[src/rtl/decomp_sequencer_pkg.sv]
// Shared decoder definitions: sequencer state encodings, watchdog width and the
// frame-buffer memory map used by the stage engines.
package decomp_sequencer_pkg;

  localparam int WDT_W = 22;

  // The Stage output carries these encodings directly.
  typedef enum logic [2:0] {
    S_SEQ_IDLE    = 3'd0,
    S_SEQ_LOAD    = 3'd1,
    S_SEQ_M2      = 3'd2,
    S_SEQ_M1      = 3'd3,
    S_SEQ_GUARD   = 3'd4,
    S_SEQ_DISPLAY = 3'd5,
    S_SEQ_ERROR   = 3'd6
  } seq_state_type;

  localparam logic [17:0] Y_BASE   = 18'd0;
  localparam logic [17:0] U_BASE   = 18'd38400;
  localparam logic [17:0] V_BASE   = 18'd57600;
  localparam logic [17:0] RGB_BASE = 18'd146944;

  function automatic logic is_engine_stage(input seq_state_type s);
    return (s == S_SEQ_LOAD) || (s == S_SEQ_M2) || (s == S_SEQ_M1);
  endfunction

endpackage

[src/rtl/decomp_sequencer_stage_watchdog.sv]
// Per-stage cycle counter; timeout is raised on the last cycle a stage may
// remain active, so the owner leaves on the edge ending that cycle.
module stage_watchdog
  import decomp_sequencer_pkg::*;
#(
  parameter logic [WDT_W-1:0] LIMIT = 22'd4194303
) (
  input  logic clk,
  input  logic rst,
  input  logic clr,
  input  logic en,
  output logic timeout
);

  logic [WDT_W-1:0] count;

  always_ff @(posedge clk) begin
    if (rst || clr) begin
      count <= '0;
    end else if (en) begin
      count <= count + 1'b1;
    end
  end

  // count holds k during the k-th cycle after entry, so the edge after count
  // reaches LIMIT-1 is exactly LIMIT edges past the entry edge.
  assign timeout = en && (count >= (LIMIT - 1'b1));

endmodule

[src/rtl/decomp_sequencer.sv]
// Decoder top-level sequencer: runs LOAD -> M2 -> M1 -> DISPLAY with a guard
// cycle at each handoff and owns the single SRAM port through a combinational mux.
module decomp_sequencer
  import decomp_sequencer_pkg::*;
#(
  parameter logic [WDT_W-1:0] WDT_CYCLES = 22'd4194303
) (
  input  logic        Clock,
  input  logic        Reset,
  input  logic        Start,
  input  logic        Load_done,
  input  logic        M2_done,
  input  logic        M1_done,
  output logic        Load_enable,
  output logic        M2_enable,
  output logic        M1_enable,
  input  logic [17:0] Load_SRAM_address,
  input  logic [17:0] M2_SRAM_address,
  input  logic [17:0] M1_SRAM_address,
  input  logic [15:0] Load_SRAM_write_data,
  input  logic [15:0] M2_SRAM_write_data,
  input  logic [15:0] M1_SRAM_write_data,
  input  logic        Load_SRAM_we_n,
  input  logic        M2_SRAM_we_n,
  input  logic        M1_SRAM_we_n,
  input  logic [17:0] VGA_SRAM_address,
  output logic [17:0] SRAM_address,
  output logic [15:0] SRAM_write_data,
  output logic        SRAM_we_n,
  output logic        Busy,
  output logic        Error,
  output logic [2:0]  Stage
);

  seq_state_type state, state_next;
  seq_state_type next_stage, next_stage_next;
  logic          active;
  logic          timeout;

  assign active = is_engine_stage(state);

  stage_watchdog #(
    .LIMIT(WDT_CYCLES)
  ) u_watchdog (
    .clk    (Clock),
    .rst    (Reset),
    .clr    (!active),
    .en     (active),
    .timeout(timeout)
  );

  always_ff @(posedge Clock) begin
    if (Reset) begin
      state      <= S_SEQ_IDLE;
      next_stage <= S_SEQ_IDLE;
    end else begin
      state      <= state_next;
      next_stage <= next_stage_next;
    end
  end

  // Done is tested before timeout so a completion on the final cycle still wins.
  always_comb begin
    state_next      = state;
    next_stage_next = next_stage;
    case (state)
      S_SEQ_IDLE: if (Start) state_next = S_SEQ_LOAD;
      S_SEQ_LOAD: begin
        if (Load_done) begin
          state_next      = S_SEQ_GUARD;
          next_stage_next = S_SEQ_M2;
        end else if (timeout) begin
          state_next = S_SEQ_ERROR;
        end
      end
      S_SEQ_M2: begin
        if (M2_done) begin
          state_next      = S_SEQ_GUARD;
          next_stage_next = S_SEQ_M1;
        end else if (timeout) begin
          state_next = S_SEQ_ERROR;
        end
      end
      S_SEQ_M1: begin
        if (M1_done) begin
          state_next      = S_SEQ_GUARD;
          next_stage_next = S_SEQ_DISPLAY;
        end else if (timeout) begin
          state_next = S_SEQ_ERROR;
        end
      end
      S_SEQ_GUARD:   state_next = next_stage;
      S_SEQ_DISPLAY: if (Start) state_next = S_SEQ_LOAD;
      S_SEQ_ERROR:   if (Start) state_next = S_SEQ_LOAD;
      default:       state_next = S_SEQ_IDLE;
    endcase
  end

  assign Load_enable = (state == S_SEQ_LOAD);
  assign M2_enable   = (state == S_SEQ_M2);
  assign M1_enable   = (state == S_SEQ_M1);
  assign Busy        = active || (state == S_SEQ_GUARD);
  assign Error       = (state == S_SEQ_ERROR);
  assign Stage       = state;

  // Idle, guard and error park the bus on a harmless read of address 0.
  always_comb begin
    SRAM_address    = '0;
    SRAM_write_data = '0;
    SRAM_we_n       = 1'b1;
    case (state)
      S_SEQ_LOAD: begin
        SRAM_address    = Load_SRAM_address;
        SRAM_write_data = Load_SRAM_write_data;
        SRAM_we_n       = Load_SRAM_we_n;
      end
      S_SEQ_M2: begin
        SRAM_address    = M2_SRAM_address;
        SRAM_write_data = M2_SRAM_write_data;
        SRAM_we_n       = M2_SRAM_we_n;
      end
      S_SEQ_M1: begin
        SRAM_address    = M1_SRAM_address;
        SRAM_write_data = M1_SRAM_write_data;
        SRAM_we_n       = M1_SRAM_we_n;
      end
      S_SEQ_DISPLAY: SRAM_address = VGA_SRAM_address;
      default: ;
    endcase
  end

endmodule

[config.mk]
export PLATFORM = sky130hd
export DESIGN_NAME = decomp_sequencer
export DESIGN_NICKNAME = d
export VERILOG_FILES = /design/src/rtl/decomp_sequencer_pkg.sv /design/src/rtl/decomp_sequencer_stage_watchdog.sv /design/src/rtl/decomp_sequencer.sv
export SDC_FILE = /design/constraint.sdc
export NUM_CORES = 1
export LEC_CHECK = 0
export BUFFER_PORTS_ARGS = -buffer_cell sky130_fd_sc_hd__buf_2
export CORE_MARGIN = 4
export CORE_UTILIZATION = 36
export DETAILED_ROUTE_END_ITERATION = 10
export PLACE_DENSITY_LB_ADDON = 0.08
export RECOVER_POWER = 100
export SLEW_MARGIN = 30
export SYNTH_ARGS = -nofsm -noshare
export SYNTH_HDL_FRONTEND = slang
export SYNTH_SLANG_ARGS = --single-unit
[constraint.sdc]
create_clock -name Clock -period 1.8 [get_ports Clock]
set_input_delay 0.09 -clock Clock [delete_from_list [all_inputs] [get_ports Clock]]
set_output_delay 0.09 -clock Clock [all_outputs]
set_load 0.02 [all_outputs]
After elaboration in Yosys (flattened, before gate mapping)
Index checks and enable logic that the tools add are counted.
{"block": "op_classes", "shift": 0, "bitwise_logic": 0, "mul": 0, "muxes": 13, "n_addsub": 1, "reduce_logical": 10, "n_eq_ne": 10, "div": 0, "magnitude_cmp": 1}
{"cell": "$pmux W18 S4", "n": 1}
{"cell": "$pmux W16 S3", "n": 1}
{"cell": "$mux W3", "n": 8}
{"cell": "$add A22 B1 Y22 const B", "n": 1}
{"cell": "$ge A22 B22 Y1 const B", "n": 1}
{"cell": "$pmux W3 S5", "n": 1}
{"cell": "$eq A3 B3 Y1 const B", "n": 3}
{"cell": "$pmux W3 S3", "n": 1}
{"cell": "$eq A3 B2 Y1 const B", "n": 2}
{"cell": "$ne A2 B2 Y1 const B", "n": 3}
{"cell": "$logic_or A1 B1 Y1", "n": 4}
{"cell": "$reduce_and A4 Y1", "n": 1}
{"cell": "$eq A3 B1 Y1 const B", "n": 1}
{"cell": "$logic_not A3 Y1", "n": 1}
{"cell": "$pmux W1 S3", "n": 1}
{"cell": "$reduce_bool A3 Y1", "n": 1}
{"cell": "$reduce_or A3 Y1", "n": 1}
{"cell": "$ne A2 B1 Y1 const B", "n": 1}
{"cell": "$logic_and A1 B1 Y1", "n": 1}
{"cell": "$logic_not A1 Y1", "n": 1}
{"block": "word_totals", "mem_bits_ro": 0, "ff_bits": 28, "wordCells": 38, "n_memories": 0, "latchBits": 0, "ramBits": 0}

Depth between registers and ports, before layout
{"block": "depth", "ltp_word": 7, "ltp_mapped": 6, "depth_no_buf": 6}

Modules after synthesis
A second synthesis with hierarchy kept.
{"block": "hier_totals", "cells_unflattened": 329, "hier_area_um2": 2497.4}
{"mod": "decomp_sequencer", "cells_per_inst": 207, "instances": 1, "seq_area_each_um2": 120.1, "area_each_um2": 1452.6}
{"mod": "stage_watchdog", "cells_per_inst": 122, "instances": 1, "seq_area_each_um2": 440.4, "area_each_um2": 1044.8}

Worst setup path after synthesis
No wires, ideal clock.
{"block": "synth_path", "path_kind": "register to output", "startpoint": "register state[1], in the netlist Stage[1]", "endpoint": "output SRAM_address[0]", "path_slack_ns": -0.075, "stages_incl_launch_ff": 6, "arrival_ns": 1.785, "path_cell_list": "dfxtp_1 > nand2b_1 > nor2_1 > clkbuf_1 > a22oi_1 > nand2_1"}
{"block": "synth_via", "elab_chain_cells": 2, "elab_cells_between_ends": 5, "cone_classes": "4 x eq/ne; 1 x mux"}
{"element": "from (decl)", "line": "decomp_sequencer.sv:35", "text": "seq_state_type state, state_next;"}
{"element": "from (signal assigned)", "line": "decomp_sequencer.sv:57", "text": "state <= state_next;"}
{"element": "$eq A3 B2 Y1"}
{"element": "via M2_enable", "line": "decomp_sequencer.sv:15", "text": "output logic M2_enable,"}
{"element": "$pmux W18 S4", "line": "decomp_sequencer.sv:111", "text": "case (state)"}
{"element": "to (decl)", "line": "decomp_sequencer.sv:27", "text": "output logic [17:0] SRAM_address,"}
The timed path passes the listed nets, and every way through them passes these cells.

Worst setup path in the final report
{"block": "layout_path", "startpoint": "register u_watchdog.count[0]", "endpoint": "register u_watchdog.count[20]"}
{"block": "layout_via", "elab_chain_cells": 1}
{"element": "from (decl)", "line": "decomp_sequencer_stage_watchdog.sv:15", "text": "logic [WDT_W-1:0] count;"}
{"element": "from (signal assigned)", "line": "decomp_sequencer_stage_watchdog.sv:21", "text": "count <= count + 1'b1;"}
{"element": "$add A22 B1 Y22", "line": "decomp_sequencer_stage_watchdog.sv:21"}
Every way passes these cells.
A chain may end at the register's enable or synchronous reset.

==> run metrics <==
run status=completed; Synth async-reset ratio=0; Worst IR Drop VDD=354 uV; Leak=1.56 nW; type of element capturing the critical path=flip-flop; Final Slew Violations=0; XOR/XNOR share of the synthesized area=0.0523; complex-gate fraction of the synthesized area=0.271; clk slew on worst S/H paths=0.09 ns; ys flop type=dfxtp_1; minimum clock period=1.71 ns; first-pass GRT wire length=12100 um; largest area contributor in the netlist=dfxtp_1; hold bufs inserted after CTS=0; Cells after Synth=283; die height=85.7 um; DRC errors left=0; number of synthesized flops with an enable pin=0; WL per Instance=14.9 um; Max-Cap Viols=0; CTS buffer count=3; I/O Buffers=171; Rel. slew slack=0.712; Synth top area share=0.258; First-pass DRT Iterations=4; final setup violation count=0; syn_nets=414; postcts setup bufs=0; Synth Area in Simple Gates=0.271; Nets=590; worst-path maximum fanout=5; part of the Yosys area used for sequential elements=0.258; crit path DAT=1.92 ns; actual slew at the worst max-slew pin=0.430 ns; Worst Setup Path Type=reg -> reg; IO Pins=172; final cell count without fillers=533; fin crit share=0.948; Placer Congestion=0.828; largest family of logic cells by synthesized area=compound AO/OA/AOI/OAI gates; Syn Area/Cell=7.69 um2; fmax=0.586 GHz; clk buf depth=2; vias per cell=5.20; antenna-violating nets left=0; multiplexer share of the synthesized area=0.0926; DRT iter0 DRCs=151; top post-synthesis cells by area=dfxtp_1 (26%), a22oi_1 (18%), mux2_2 (8.8%); largest net degree at the start of global routing=28; growth of design area from synthesis to finish=55.0%; clk sinks=28; initial antenna violation count=0; final clock skew=0.00203 ns; gr usage total=0.198; Horiz. Die Dim=85.7 um; final hold vios=0; H-Tree Depth=1; HP Class=in -> reg; Final Routed Wirelength=7960 um; placed cell areas=3170 um2; Die ar.=7350 um2; Adder-Cell Fraction of Synth Area=0.0115; total gr overflow=0; Synth cell types=43; cell count after placement=526; Core ar.=5890 um2; design area=3370 um2; share of cells above drive strength 1=0.496; Post-DP HPWL=6010 um; initial core utilization=0.370; Cell Area, Synth=2180 um2; vias in the first global route=2534; Pwr per Cell Area=467 nW/um2; Clk Latency, worst-skew pair=0.28 ns; startpoint types=flip-flop; Worst Path Required=2.01 ns; CTS root buffer=clkbuf_8; CTS tree=built; FF+latch count, synth=28; vias=2770; hold_ws=0.0751 ns; R2R setup slack=0.09 ns; diodes inserted=0; Synth Warn #=0; RSZ-0062 raised after global routing=yes; Fillers=545; # rows=28
cell usage after synthesis (all sizes together), types with 6 or more instances:
library cell / instances
xnor2: 8
nand4: 7
mux2: 17
nor2: 41
dfxtp: 28
nand2: 27
nand3: 6
a22oi: 52
nand2b: 6
o21ai: 10
clkbuf: 10
or3: 10
a21oi: 15
buf: 7
layer usage:
metal,track usage,vias up,share of wire
li1,-,1418,-
met1,0.252,1246,0.42
met2,0.346,93,0.50
met3,0.0231,13,0.059
met4,0.0633,0,0.020
met5,0,-,0
final cells by class:
type	instances	area, um2	area share
Tap cell	75	93.8	0.0278
Inverter	4	15.0	0.00445
Clock buffer	4	55.1	0.0163
Multi-Input combinational cell	234	1580	0.467
Timing Repair Buffer	188	1070	0.316
Sequential cell	28	567	0.168
through the flow:
stage / total power [W] / setup WS (ns) / setup TNS (ns) / util
2_1_floorplan: 0.000917 / 0.00924 / 0 / -
3_3_place_gp: 0.00115 / -0.0273 / -0.263 / 0.537
3_5_place_dp: 0.00116 / 0.0242 / 0 / 0.538
4_1_cts: 0.00157 / 0.00550 / 0 / 0.559
5_1_grt: 0.00167 / -0.00325 / -0.00905 / 0.573
6_report: 0.00157 / 0.0941 / 0 / 0.573
layout by cell type, fill, tap and decap left out, types with 2 or more instances in the layout:
| master | Yosys | layout |
|---|---|---|
| buf_2 | 5 | 169 |
| clkbuf_1 | 9 | 2 |
| and4_1 | 3 | 3 |
| a22oi_2 | 0 | 2 |
| mux2_2 | 17 | 17 |
| buf_4 | 0 | 8 |
| a21oi_1 | 15 | 15 |
| nand2_1 | 27 | 27 |
| nand3_1 | 5 | 5 |
| or3_1 | 6 | 6 |
| nor2_1 | 41 | 37 |
| nor2_4 | 0 | 4 |
| nand4_1 | 6 | 6 |
| dfxtp_2 | 0 | 2 |
| nand2b_1 | 6 | 5 |
| o21ai_0 | 10 | 10 |
| clkbuf_8 | 1 | 4 |
| xnor2_1 | 8 | 8 |
| or3_2 | 3 | 3 |
| nor4_1 | 2 | 2 |
| nor2b_1 | 3 | 3 |
| dfxtp_1 | 28 | 25 |
| a22oi_1 | 52 | 50 |
| xor2_1 | 5 | 5 |
| inv_1 | 4 | 4 |
| nor3b_1 | 2 | 2 |
| buf_6 | 0 | 4 |
| nor3_1 | 2 | 2 |
| and4_2 | 2 | 2 |
| buf_12 | 0 | 3 |
worst max-delay path, cell delays in order (launching register included):
cell and delay, ns:
dfxtp_2 0.37, ha_2 0.22, nand3_4 0.08, or3_4 0.43, or4_1 0.40, a21oi_1 0.14
report_power, final:
group / switching [W] / internal (W) / total [W]
logic: 0.000280 / 0.000272 / 0.000552
clock network: 0.000194 / 0.000196 / 0.000390
registers: 0.00000664 / 0.000626 / 0.000632
logic make-up after synthesis:
group,Yosys count
compound gates,86
xor+xnor,13
fa+ha+maj,2
buf+inv,21
flops,28
mux,18
simple gates,115
timing repair:
item / in CTS / in global routing
resized for setup: 9 / 23
gates cloned: 1 / 2
endpoints found under the setup margin: 18 / 22
pin swaps: 0 / 0
sequential cells by signal, indices dropped and copies added, names as in the netlist:
name and flops:
Stage 3, next_stage 3, u_watchdog.count 22
worst paths after layout:
kind                                     from                                end  depth (start not counted)
min                                     Reset         next_stage[0]$_SDFFE_PP0P_                          2
max reg2reg  u_watchdog.count[0]$_SDFFE_PP0P_  u_watchdog.count[20]$_SDFFE_PP0P_                          5
max          u_watchdog.count[0]$_SDFFE_PP0P_  u_watchdog.count[20]$_SDFFE_PP0P_                          5
min reg2reg  u_watchdog.count[0]$_SDFFE_PP0P_   u_watchdog.count[0]$_SDFFE_PP0P_                          1
(Power assumes the default switching activity.)
